==> src/rtl/vga_frame_decimator_if.sv <==
// ============================================================================
//  Module   : vga_frame_decimator_if
//  Brief    : Valid/ready write port from the decimator into the frame buffer.
//  Revision : 1.0
// ============================================================================
`default_nettype none

interface vga_frame_decimator_if #(
    parameter int ADDR_W = 12,
    parameter int PIX_W  = 24
);
    logic              WR_VALID;
    logic              WR_READY;
    logic [ADDR_W-1:0] WR_ADDR;
    logic [PIX_W-1:0]  WR_DATA;

    modport master (output WR_VALID, output WR_ADDR, output WR_DATA, input  WR_READY);
    modport slave  (input  WR_VALID, input  WR_ADDR, input  WR_DATA, output WR_READY);
endinterface

`default_nettype wire

==> src/rtl/vga_frame_decimator.sv <==
// ============================================================================
//  Module   : vga_frame_decimator
//  Brief    : Decimates the VGA active area and streams samples into the
//             LED-matrix frame buffer through a small elastic FIFO.
//  Revision : 1.0
// ============================================================================
`default_nettype none

module vga_frame_decimator #(
    parameter int ACT_W      = 640,
    parameter int ACT_H      = 480,
    parameter int DEC_X      = 10,
    parameter int DEC_Y      = 10,
    parameter int PIX_W      = 24,
    parameter int ADDR_W     = 12,
    parameter int FIFO_DEPTH = 4
) (
    input  logic                  VGA_CLK,
    input  logic                  RESET,
    input  logic                  DE,
    input  logic                  HS,
    input  logic                  VS,
    input  logic [PIX_W-1:0]      PIX,
    input  logic                  ENABLE,
    input  logic                  OVF_CLR,
    output logic                  FRAME_DONE,
    output logic                  OVERFLOW,
    vga_frame_decimator_if.master wr
);
    localparam int c_OUT_W  = ACT_W / DEC_X;
    localparam int c_OUT_H  = ACT_H / DEC_Y;
    localparam int c_LAST   = c_OUT_W * c_OUT_H - 1;
    localparam int c_X_W    = $clog2(ACT_W + 1);
    localparam int c_Y_W    = $clog2(ACT_H + 1);
    localparam int c_PX_W   = (DEC_X > 1) ? $clog2(DEC_X) : 1;
    localparam int c_PY_W   = (DEC_Y > 1) ? $clog2(DEC_Y) : 1;
    localparam int c_PTR_W  = $clog2(FIFO_DEPTH);
    localparam int c_CNT_W  = c_PTR_W + 1;
    localparam int c_ENT_W  = ADDR_W + PIX_W;

    typedef enum logic [1:0] {
        S_IDLE    = 2'd0,
        S_CAPTURE = 2'd1,
        S_DRAIN   = 2'd2
    } state_t;

    state_t              r_state;
    logic                r_vs_q, r_de_q;
    logic [c_X_W-1:0]    r_x;
    logic [c_Y_W-1:0]    r_y;
    logic [c_PX_W-1:0]   r_px;
    logic [c_PY_W-1:0]   r_py;
    logic [ADDR_W-1:0]   r_addr;
    logic                r_frame_done, r_overflow;
    logic [c_ENT_W-1:0]  r_mem [FIFO_DEPTH];
    logic [c_PTR_W-1:0]  r_wr_ptr, r_rd_ptr;
    logic [c_CNT_W-1:0]  r_count;

    // HS carries no information this block needs.
    wire w_unused_hs = HS;

    wire w_vs_rise = VS & ~r_vs_q;
    wire w_de_fall = ~DE & r_de_q;
    wire w_x_in    = r_x < c_X_W'(ACT_W);
    wire w_y_in    = r_y < c_Y_W'(ACT_H);
    wire w_sample  = (r_state == S_CAPTURE) & DE & (r_px == '0) & (r_py == '0) & w_x_in & w_y_in;
    wire w_valid   = (r_count != '0);
    wire w_full    = (r_count == c_CNT_W'(FIFO_DEPTH));
    wire w_pop     = w_valid & wr.WR_READY;
    wire w_push    = w_sample & (~w_full | w_pop);
    wire w_drop    = w_sample & ~w_push;
    wire [c_ENT_W-1:0] w_head = r_mem[r_rd_ptr];

    assign wr.WR_VALID = w_valid;
    assign wr.WR_ADDR  = w_valid ? w_head[c_ENT_W-1:PIX_W] : '0;
    assign wr.WR_DATA  = w_valid ? w_head[PIX_W-1:0]       : '0;
    assign FRAME_DONE  = r_frame_done;
    assign OVERFLOW    = r_overflow;

    // Raster position and decimation phase; phases wrap instead of dividing.
    always_ff @(posedge VGA_CLK or posedge RESET) begin
        if (RESET) begin
            r_vs_q <= 1'b0;
            r_de_q <= 1'b0;
            r_x    <= '0;
            r_y    <= '0;
            r_px   <= '0;
            r_py   <= '0;
        end else begin
            r_vs_q <= VS;
            r_de_q <= DE;
            if (w_vs_rise) begin
                r_x  <= '0;
                r_px <= '0;
                r_y  <= '0;
                r_py <= '0;
            end else if (w_de_fall) begin
                r_x  <= '0;
                r_px <= '0;
                if (w_y_in) begin
                    r_y  <= r_y + 1'b1;
                    r_py <= (r_py == c_PY_W'(DEC_Y - 1)) ? '0 : r_py + 1'b1;
                end
            end else if (DE && w_x_in) begin
                r_x  <= r_x + 1'b1;
                r_px <= (r_px == c_PX_W'(DEC_X - 1)) ? '0 : r_px + 1'b1;
            end
        end
    end

    always_ff @(posedge VGA_CLK) begin
        if (w_push) begin
            r_mem[r_wr_ptr] <= {r_addr, PIX};
        end
    end

    always_ff @(posedge VGA_CLK or posedge RESET) begin
        if (RESET) begin
            r_wr_ptr <= '0;
            r_rd_ptr <= '0;
            r_count  <= '0;
        end else begin
            if (w_push) r_wr_ptr <= r_wr_ptr + 1'b1;
            if (w_pop)  r_rd_ptr <= r_rd_ptr + 1'b1;
            case ({w_push, w_pop})
                2'b10:   r_count <= r_count + 1'b1;
                2'b01:   r_count <= r_count - 1'b1;
                default: r_count <= r_count;
            endcase
        end
    end

    // Address advances on every sample, pushed or dropped, so later pixels land correctly.
    always_ff @(posedge VGA_CLK or posedge RESET) begin
        if (RESET) begin
            r_state      <= S_IDLE;
            r_addr       <= '0;
            r_frame_done <= 1'b0;
            r_overflow   <= 1'b0;
        end else begin
            r_frame_done <= 1'b0;
            if (w_drop)       r_overflow <= 1'b1;
            else if (OVF_CLR) r_overflow <= 1'b0;

            if (w_vs_rise)     r_addr <= '0;
            else if (w_sample) r_addr <= r_addr + 1'b1;

            case (r_state)
                S_IDLE: begin
                    if (w_vs_rise && ENABLE) r_state <= S_CAPTURE;
                end
                S_CAPTURE: begin
                    if (w_vs_rise)
                        r_state <= ENABLE ? S_CAPTURE : S_IDLE;
                    else if (w_sample && (r_addr == ADDR_W'(c_LAST)))
                        r_state <= S_DRAIN;
                end
                S_DRAIN: begin
                    if ((r_count == '0) || (w_pop && (r_count == c_CNT_W'(1)))) begin
                        r_frame_done <= 1'b1;
                        r_state      <= S_IDLE;
                    end
                end
                default: r_state <= S_IDLE;
            endcase
        end
    end
endmodule

`default_nettype wire

==> src/flat_wrapper.sv <==
// flat-port wrapper written by rule: the top's interface ports become plain ports
module vga_frame_decimator_flat 
#(
    parameter int ACT_W      = 640,
    parameter int ACT_H      = 480,
    parameter int DEC_X      = 10,
    parameter int DEC_Y      = 10,
    parameter int PIX_W      = 24,
    parameter int ADDR_W     = 12,
    parameter int FIFO_DEPTH = 4
)
  (VGA_CLK, RESET, DE, HS, VS, PIX, ENABLE, OVF_CLR, FRAME_DONE, OVERFLOW, wr_WR_VALID, wr_WR_ADDR, wr_WR_DATA, wr_WR_READY);
  vga_frame_decimator_if #(.ADDR_W(ADDR_W), .PIX_W(PIX_W)) wr_i ();
  input  logic VGA_CLK;
  input  logic RESET;
  input  logic DE;
  input  logic HS;
  input  logic VS;
  input  logic [PIX_W-1:0] PIX;
  input  logic ENABLE;
  input  logic OVF_CLR;
  output logic FRAME_DONE;
  output logic OVERFLOW;
  output wire logic [$bits(wr_i.WR_VALID)-1:0] wr_WR_VALID;
  output wire logic [$bits(wr_i.WR_ADDR)-1:0] wr_WR_ADDR;
  output wire logic [$bits(wr_i.WR_DATA)-1:0] wr_WR_DATA;
  input wire logic [$bits(wr_i.WR_READY)-1:0] wr_WR_READY;
  assign wr_WR_VALID = wr_i.WR_VALID;
  assign wr_WR_ADDR = wr_i.WR_ADDR;
  assign wr_WR_DATA = wr_i.WR_DATA;
  assign wr_i.WR_READY = wr_WR_READY;
  vga_frame_decimator #(.ACT_W(ACT_W), .ACT_H(ACT_H), .DEC_X(DEC_X), .DEC_Y(DEC_Y), .PIX_W(PIX_W), .ADDR_W(ADDR_W), .FIFO_DEPTH(FIFO_DEPTH)) u_core (.VGA_CLK(VGA_CLK), .RESET(RESET), .DE(DE), .HS(HS), .VS(VS), .PIX(PIX), .ENABLE(ENABLE), .OVF_CLR(OVF_CLR), .FRAME_DONE(FRAME_DONE), .OVERFLOW(OVERFLOW), .wr(wr_i));
endmodule
==> config.mk <==
export PLATFORM = sky130hd
export DESIGN_NAME = vga_frame_decimator_flat
export DESIGN_NICKNAME = d
export VERILOG_FILES = /design/src/rtl/vga_frame_decimator_if.sv /design/src/rtl/vga_frame_decimator.sv /design/src/flat_wrapper.sv
export SDC_FILE = /design/constraint.sdc
export NUM_CORES = 1
export LEC_CHECK = 0
export ABC_AREA = 0
export BUFFER_PORTS_ARGS = -buffer_cell sky130_fd_sc_hd__buf_4
export CAP_MARGIN = 20
export CORE_MARGIN = 4
export CORE_UTILIZATION = 56
export CTS_BUF_LIST = sky130_fd_sc_hd__clkbuf_8
export CTS_CLUSTER_SIZE = 8
export DETAILED_ROUTE_END_ITERATION = 8
export GPL_TIMING_DRIVEN = 1
export PLACE_DENSITY = 0.79
export SETUP_SLACK_MARGIN = 0.5
export SLEW_MARGIN = 0
export SYNTH_ARGS = -nofsm -noshare
export SYNTH_HDL_FRONTEND = slang
export SYNTH_SLANG_ARGS = --single-unit
==> constraint.sdc <==
create_clock -name VGA_CLK -period 3.4 [get_ports VGA_CLK]
set_clock_uncertainty 0.2 [all_clocks]
set_input_delay 0.68 -clock VGA_CLK [delete_from_list [all_inputs] [get_ports VGA_CLK]]
set_output_delay 0.68 -clock VGA_CLK [all_outputs]
set_load 0.005 [all_outputs]
**Word level (Yosys, flattened, before mapping)**

Memories as Yosys holds them, arrays and structs flattened.
Cells that the tools add are included.

- Add/sub/neg operators: 9
- $lt $le $gt $ge: 2
- Equal/unequal tests: 12
- Multiplexer cells: 31
- Bitwise gates (word level): 15
- Reduce and logical (&&, ||, !) cells: 18

Operators with widths:

| operator | number |
|---|---|
| $mux W12 | 3 |
| $mux W4 | 8 |
| $mux W10 | 3 |
| $mux W9 | 3 |
| $mux W24 | 1 |
| $add A12 B1 Y12 const B | 1 |
| $eq A12 B12 Y1 const B | 1 |
| $add A10 B1 Y10 const B | 1 |
| $and A1 B1 Y1 | 10 |
| $lt A10 B10 Y1 const B | 1 |
| $reduce_bool A2 Y1 | 5 |
| $add A9 B1 Y9 const B | 1 |
| $lt A9 B9 Y1 const B | 1 |
| $add A4 B1 Y4 const B | 2 |
| $eq A4 B4 Y1 const B | 2 |
| $logic_not A4 Y1 | 2 |
| $mux W2 | 4 |
| $mux W1 | 7 |
| $pmux W2 S3 | 1 |
| $pmux W3 S2 | 1 |
| $reduce_bool A3 Y1 | 2 |
| $add A2 B1 Y2 const B | 2 |
| $eq A2 B1 Y1 const B | 2 |
| $eq A2 B2 Y1 const B | 2 |
| 14 further kinds | 21 |

- Register bits after elaboration: 52
- Memory bits (writable): 144
- Input bits: 32
- Output and inout bits: 39
- Word-level logic and storage cells: 101
- Memories: 1

Memory list:

| name | depth | bits a word | rd ports | clocked after Yosys merged registers in | write ports | RTL line | text |
|---|---|---|---|---|---|---|---|
| u_core.r_mem | 4 | 36 | 1 | 0 | 1 | vga_frame_decimator.sv:55 | `logic [c_ENT_W-1:0] r_mem [FIFO_DEPTH];` |

**Depth between registers and ports, before layout**

- Depth after elaboration: 10
- Gate-level depth with buffers: 10
- Mapped depth without buffers: 10

**Worst setup path after synthesis**

Ideal clock, no wire load.

- Path kind: register to register
- From: reg u_core.r_px[0]
- To: mem u_core.r_mem[2][0] in the netlist's numbering (enable)
- Setup time: 397 ps
- Data arrival time: 2607 ps
- Data required time: 2803 ps
- Setup slack: 196 ps
- Cell stages (with the launch flop): 7
- Buffers on the path: 0
- Clock period less this slack: 3204 ps
- Path through: dfrtp_1 > inv_1 > ha_1 > nand4bb_1 > or4b_1 > nor3b_2 > and2_1

- Cells in the longest elaborated chain, start to end: 8

Ends and longest elaborated chain:

| element | RTL line | text |
|---|---|---|
| start: declaration | vga_frame_decimator.sv:51 | `logic [c_PX_W-1:0] r_px;` |
| start signal: assignment | vga_frame_decimator.sv:106 | `r_px <= (r_px == c_PX_W'(DEC_X - 1)) ? '0 : r_px + 1'b1;` |
| $logic_not A4 Y1 | vga_frame_decimator.sv:66 | `wire w_sample = (r_state == S_CAPTURE) & DE & (r_px == '0) & (r_py == '0) & w_x_in & w_y_in;` |
| $and A1 B1 Y1 (4 in a row) | vga_frame_decimator.sv:66 |  |
| $and A1 B1 Y1 | vga_frame_decimator.sv:70 | `wire w_push = w_sample & (~w_full \| w_pop);` |
| $mux W1 | vga_frame_decimator.sv:112 | `if (w_push) begin` |
| $mux W1 (not written as such) | vga_frame_decimator.sv:113 | `r_mem[r_wr_ptr] <= {r_addr, PIX};` |
| end: declaration | vga_frame_decimator.sv:55 |  |

No other way between the ends.

**Final worst setup path**

- From: reg u_core.r_rd_ptr[0]
- To: out wr_WR_ADDR[0]

- Cells in the longest elaborated chain, start to end: 2

Ends and longest elaborated chain:

| element | RTL line | text |
|---|---|---|
| start: declaration | vga_frame_decimator.sv:56 | `logic [c_PTR_W-1:0] r_wr_ptr, r_rd_ptr;` |
| start signal: assignment | vga_frame_decimator.sv:124 | `if (w_pop) r_rd_ptr <= r_rd_ptr + 1'b1;` |
| $mem_v2 Z4 W36 | - |  |
| $mux W12 | vga_frame_decimator.sv:75 | `assign wr.WR_ADDR = w_valid ? w_head[c_ENT_W-1:PIX_W] : '0;` |
| end: declaration | flat_wrapper.sv:25 | `output wire logic [$bits(wr_i.WR_ADDR)-1:0] wr_WR_ADDR;` |

No other way between the ends.

==> reports/results.txt <==
mean number of vias per cell = 5.85
H-tree level count = 4
Boundary Pins = 71
compound-cell area share of the yosys netlist = 0.0368
Hold Crit Class = in -> reg
Final Hold Viols = 0
RSZ-0062 raised after global routing = true
DIE HEIGHT = 130 um
Core Box Area = 14500 sq um
layout cells sized above 1 = 0.316
Min Hold Slack = 0.132 ns
Slew HR = 0.552
total negative setup slack = 0 ns
row count = 44
placed cell areas = 9210 sq um
CTS Buffer Depth = 2
pre-CTS setup slack = 0.367 ns
Worst Setup End Kind = output port
fin. max-slew vios = 0
most common cell after layout, fill and taps aside = edfxtp_1
port bufs = 69
synth-to-layout area growth = 19.1%
register area share after synthesis = 0.678
CP required = 2.52 ns
GRT overflow = 0
critical path peak fanout = 7
mux cell area share after synthesis = 0.103
initial drt markers = 343
CTS tree = built
CTS sink count = 196
final WL = 16.1 mm
routed length per instance = 19.9 um
Final Util = 0.680
Synth cell types = 47
total number of vias = 4746
die width = 130 um
Clock transition at path regs = 0.09 ns
synthesized area = 8300 sq um
root buffer cell = clkbuf_8
Tot GR Track Use = 0.195
Clock Latency Late Sink = 0.47 ns
WP data arrival = 2.04 ns
Yosys reg bits = 196
Pre-antenna DRT Iters = 5
antenna violations before repair = 0
Synth Area in Adders = 0.0271
post-route minimum period = 2.92 ns
pwr/cell area = 716 nW/um^2
Setup WS post-layout = 0.484 ns
DRT antenna net count = 0
CTS Buf Count = 17
status = completed
final setup fails = 0
Initial Utilization = 0.571
fin area = 9890 sq um
Slew @ Worst Pin = 0.673 ns
Final nets = 664
Final HPWL DP = 10.0 mm
Die ar. = 16800 sq um
EDFF count, synth = 144
Synth Area per Inst = 15.7 sq um
Mapped Cells = 528
main flop type after synthesis = edfxtp_1
fmax = 0.343 GHz
combinational family with the most area after synthesis = simple AND/OR/NAND/NOR gates
Peak VDD IR = 0.356 mV
# DRC = 0
vias in the first global route = 4922
Synth warnings = 0
Worst Setup Path Type = reg -> out
# diodes = 0
Leak = 0.00366 uW
crit start category = flop
Tcrit/Tclk final = 0.858
Post-Syn Nets = 578
Max Cap Violations = 0
first-pass GRT wire length = 25.0 mm
largest net degree at the start of global routing = 53
Synth Area in XOR/XNOR = 0.0190
most frequent cells in the layout = edfxtp_1 (144), buf_4 (52), dfrtp_1 (51), mux4_2 (36), and2_4 (28)
Synth Area in Simple Gates = 0.118
asr flop ratio synth = 0.265
routability cong. = 0.810
[Yosys cell counts (5+ instances only)]
master    count  area, sq um
edfxtp_1    144         4320
dfrtp_1      52         1300
and2_1       44          275
mux4_2       36          811
nand2_1      26         97.6
clkbuf_1     21         78.8
nor2_1       21         78.8
a21oi_1      20          100
nand3_1      19         95.1
ha_1         18          225
inv_1        15         56.3
or4_1        11         82.6
nand2b_1      9         56.3
nand4_1       9         56.3
o31ai_1       9         67.6
xnor2_1       9         78.8
xor2_1        9         78.8
o21ai_0       5         25.0
[per-stage QoR]
step	total power [uW]	cells
floorplan	4180	528
global placement	5050	773
detailed placement	5120	773
CTS	6700	808
global route	7450	811
finish	7080	811
[routing by layer]
layer	wire length (um)	track usage
met5	0	0
met4	263	0.0764
met2	8630	0.343
met1	6180	0.238
met3	1070	0.0426
[final timing paths]
check / from / slack, ns / depth (start not counted) / to
worst min register to register: u_core.r_x[9] / 0.30 / 1 / u_core.r_x[9]
worst max-delay path: u_core.r_rd_ptr[0] / 0.48 / 4 / wr_WR_ADDR[0]
worst min-delay path: VS / 0.13 / 1 / u_core.r_vs_q
worst max register to register: u_core.r_py[0] / 0.64 / 6 / u_core.r_state[1]
max in group asynchronous: RESET / 2.30 / 3 / u_core.r_rd_ptr[0]
min in group asynchronous: RESET / 0.19 / 3 / u_core.r_x[6]
[cells by family after synthesis]
group	after synthesis
flip-flops	196
AND/OR/NAND/NOR	168
AO/OA/AOI/OAI	48
buffers and inverters	40
multiplexers	40
XOR/XNOR	18
adder cells (fa/ha/maj)	18
[area by class of cell]
class | instances | area (sq um)
sequential | 196 | 5630
fill | 965 | 4650
multi-input combinational | 292 | 2600
timing repair buffer | 92 | 963
clock buffer | 17 | 234
tap | 184 | 230
clock inverter | 15 | 179
inverter | 15 | 56.3
[report_power, final]
part	leakage, uW	switching, uW	internal [uW]
Clock	0.000200	817	731
Combinational	0.00145	996	1560
Sequential	0.00201	159	2820
Total	0.00366	1970	5110
[worst max-delay path: stages (launching register included)]
cell	delay (ns)
dfrtp_4	0.56
clkbuf_16	0.21
mux4_2	0.52
and2_4	0.18
buf_6	0.11
[flip-flops by register name, indices dropped and copies added (netlist names)]
signal	flops
u_core.r_wr_ptr	2
u_core.r_addr	12
u_core.OVERFLOW	1
u_core.r_state	2
u_core.r_x	10
u_core.r_vs_q	1
u_core.r_rd_ptr	2
u_core.r_py	4
u_core.r_mem	144
u_core.r_y	9
u_core.r_px	4
u_core.r_count	3
u_core.r_de_q	1
u_core.FRAME_DONE	1
[timing repair]
action | in CTS | in global routing
resized for setup | 6 | 59
pin swaps | 0 | 5
buffers inserted | 3 | 2
endpoints found under the setup margin | 160 | 162
cloned | 0 | 1
hold buffers | 0 | 0
(Power assumes the default switching activity.)
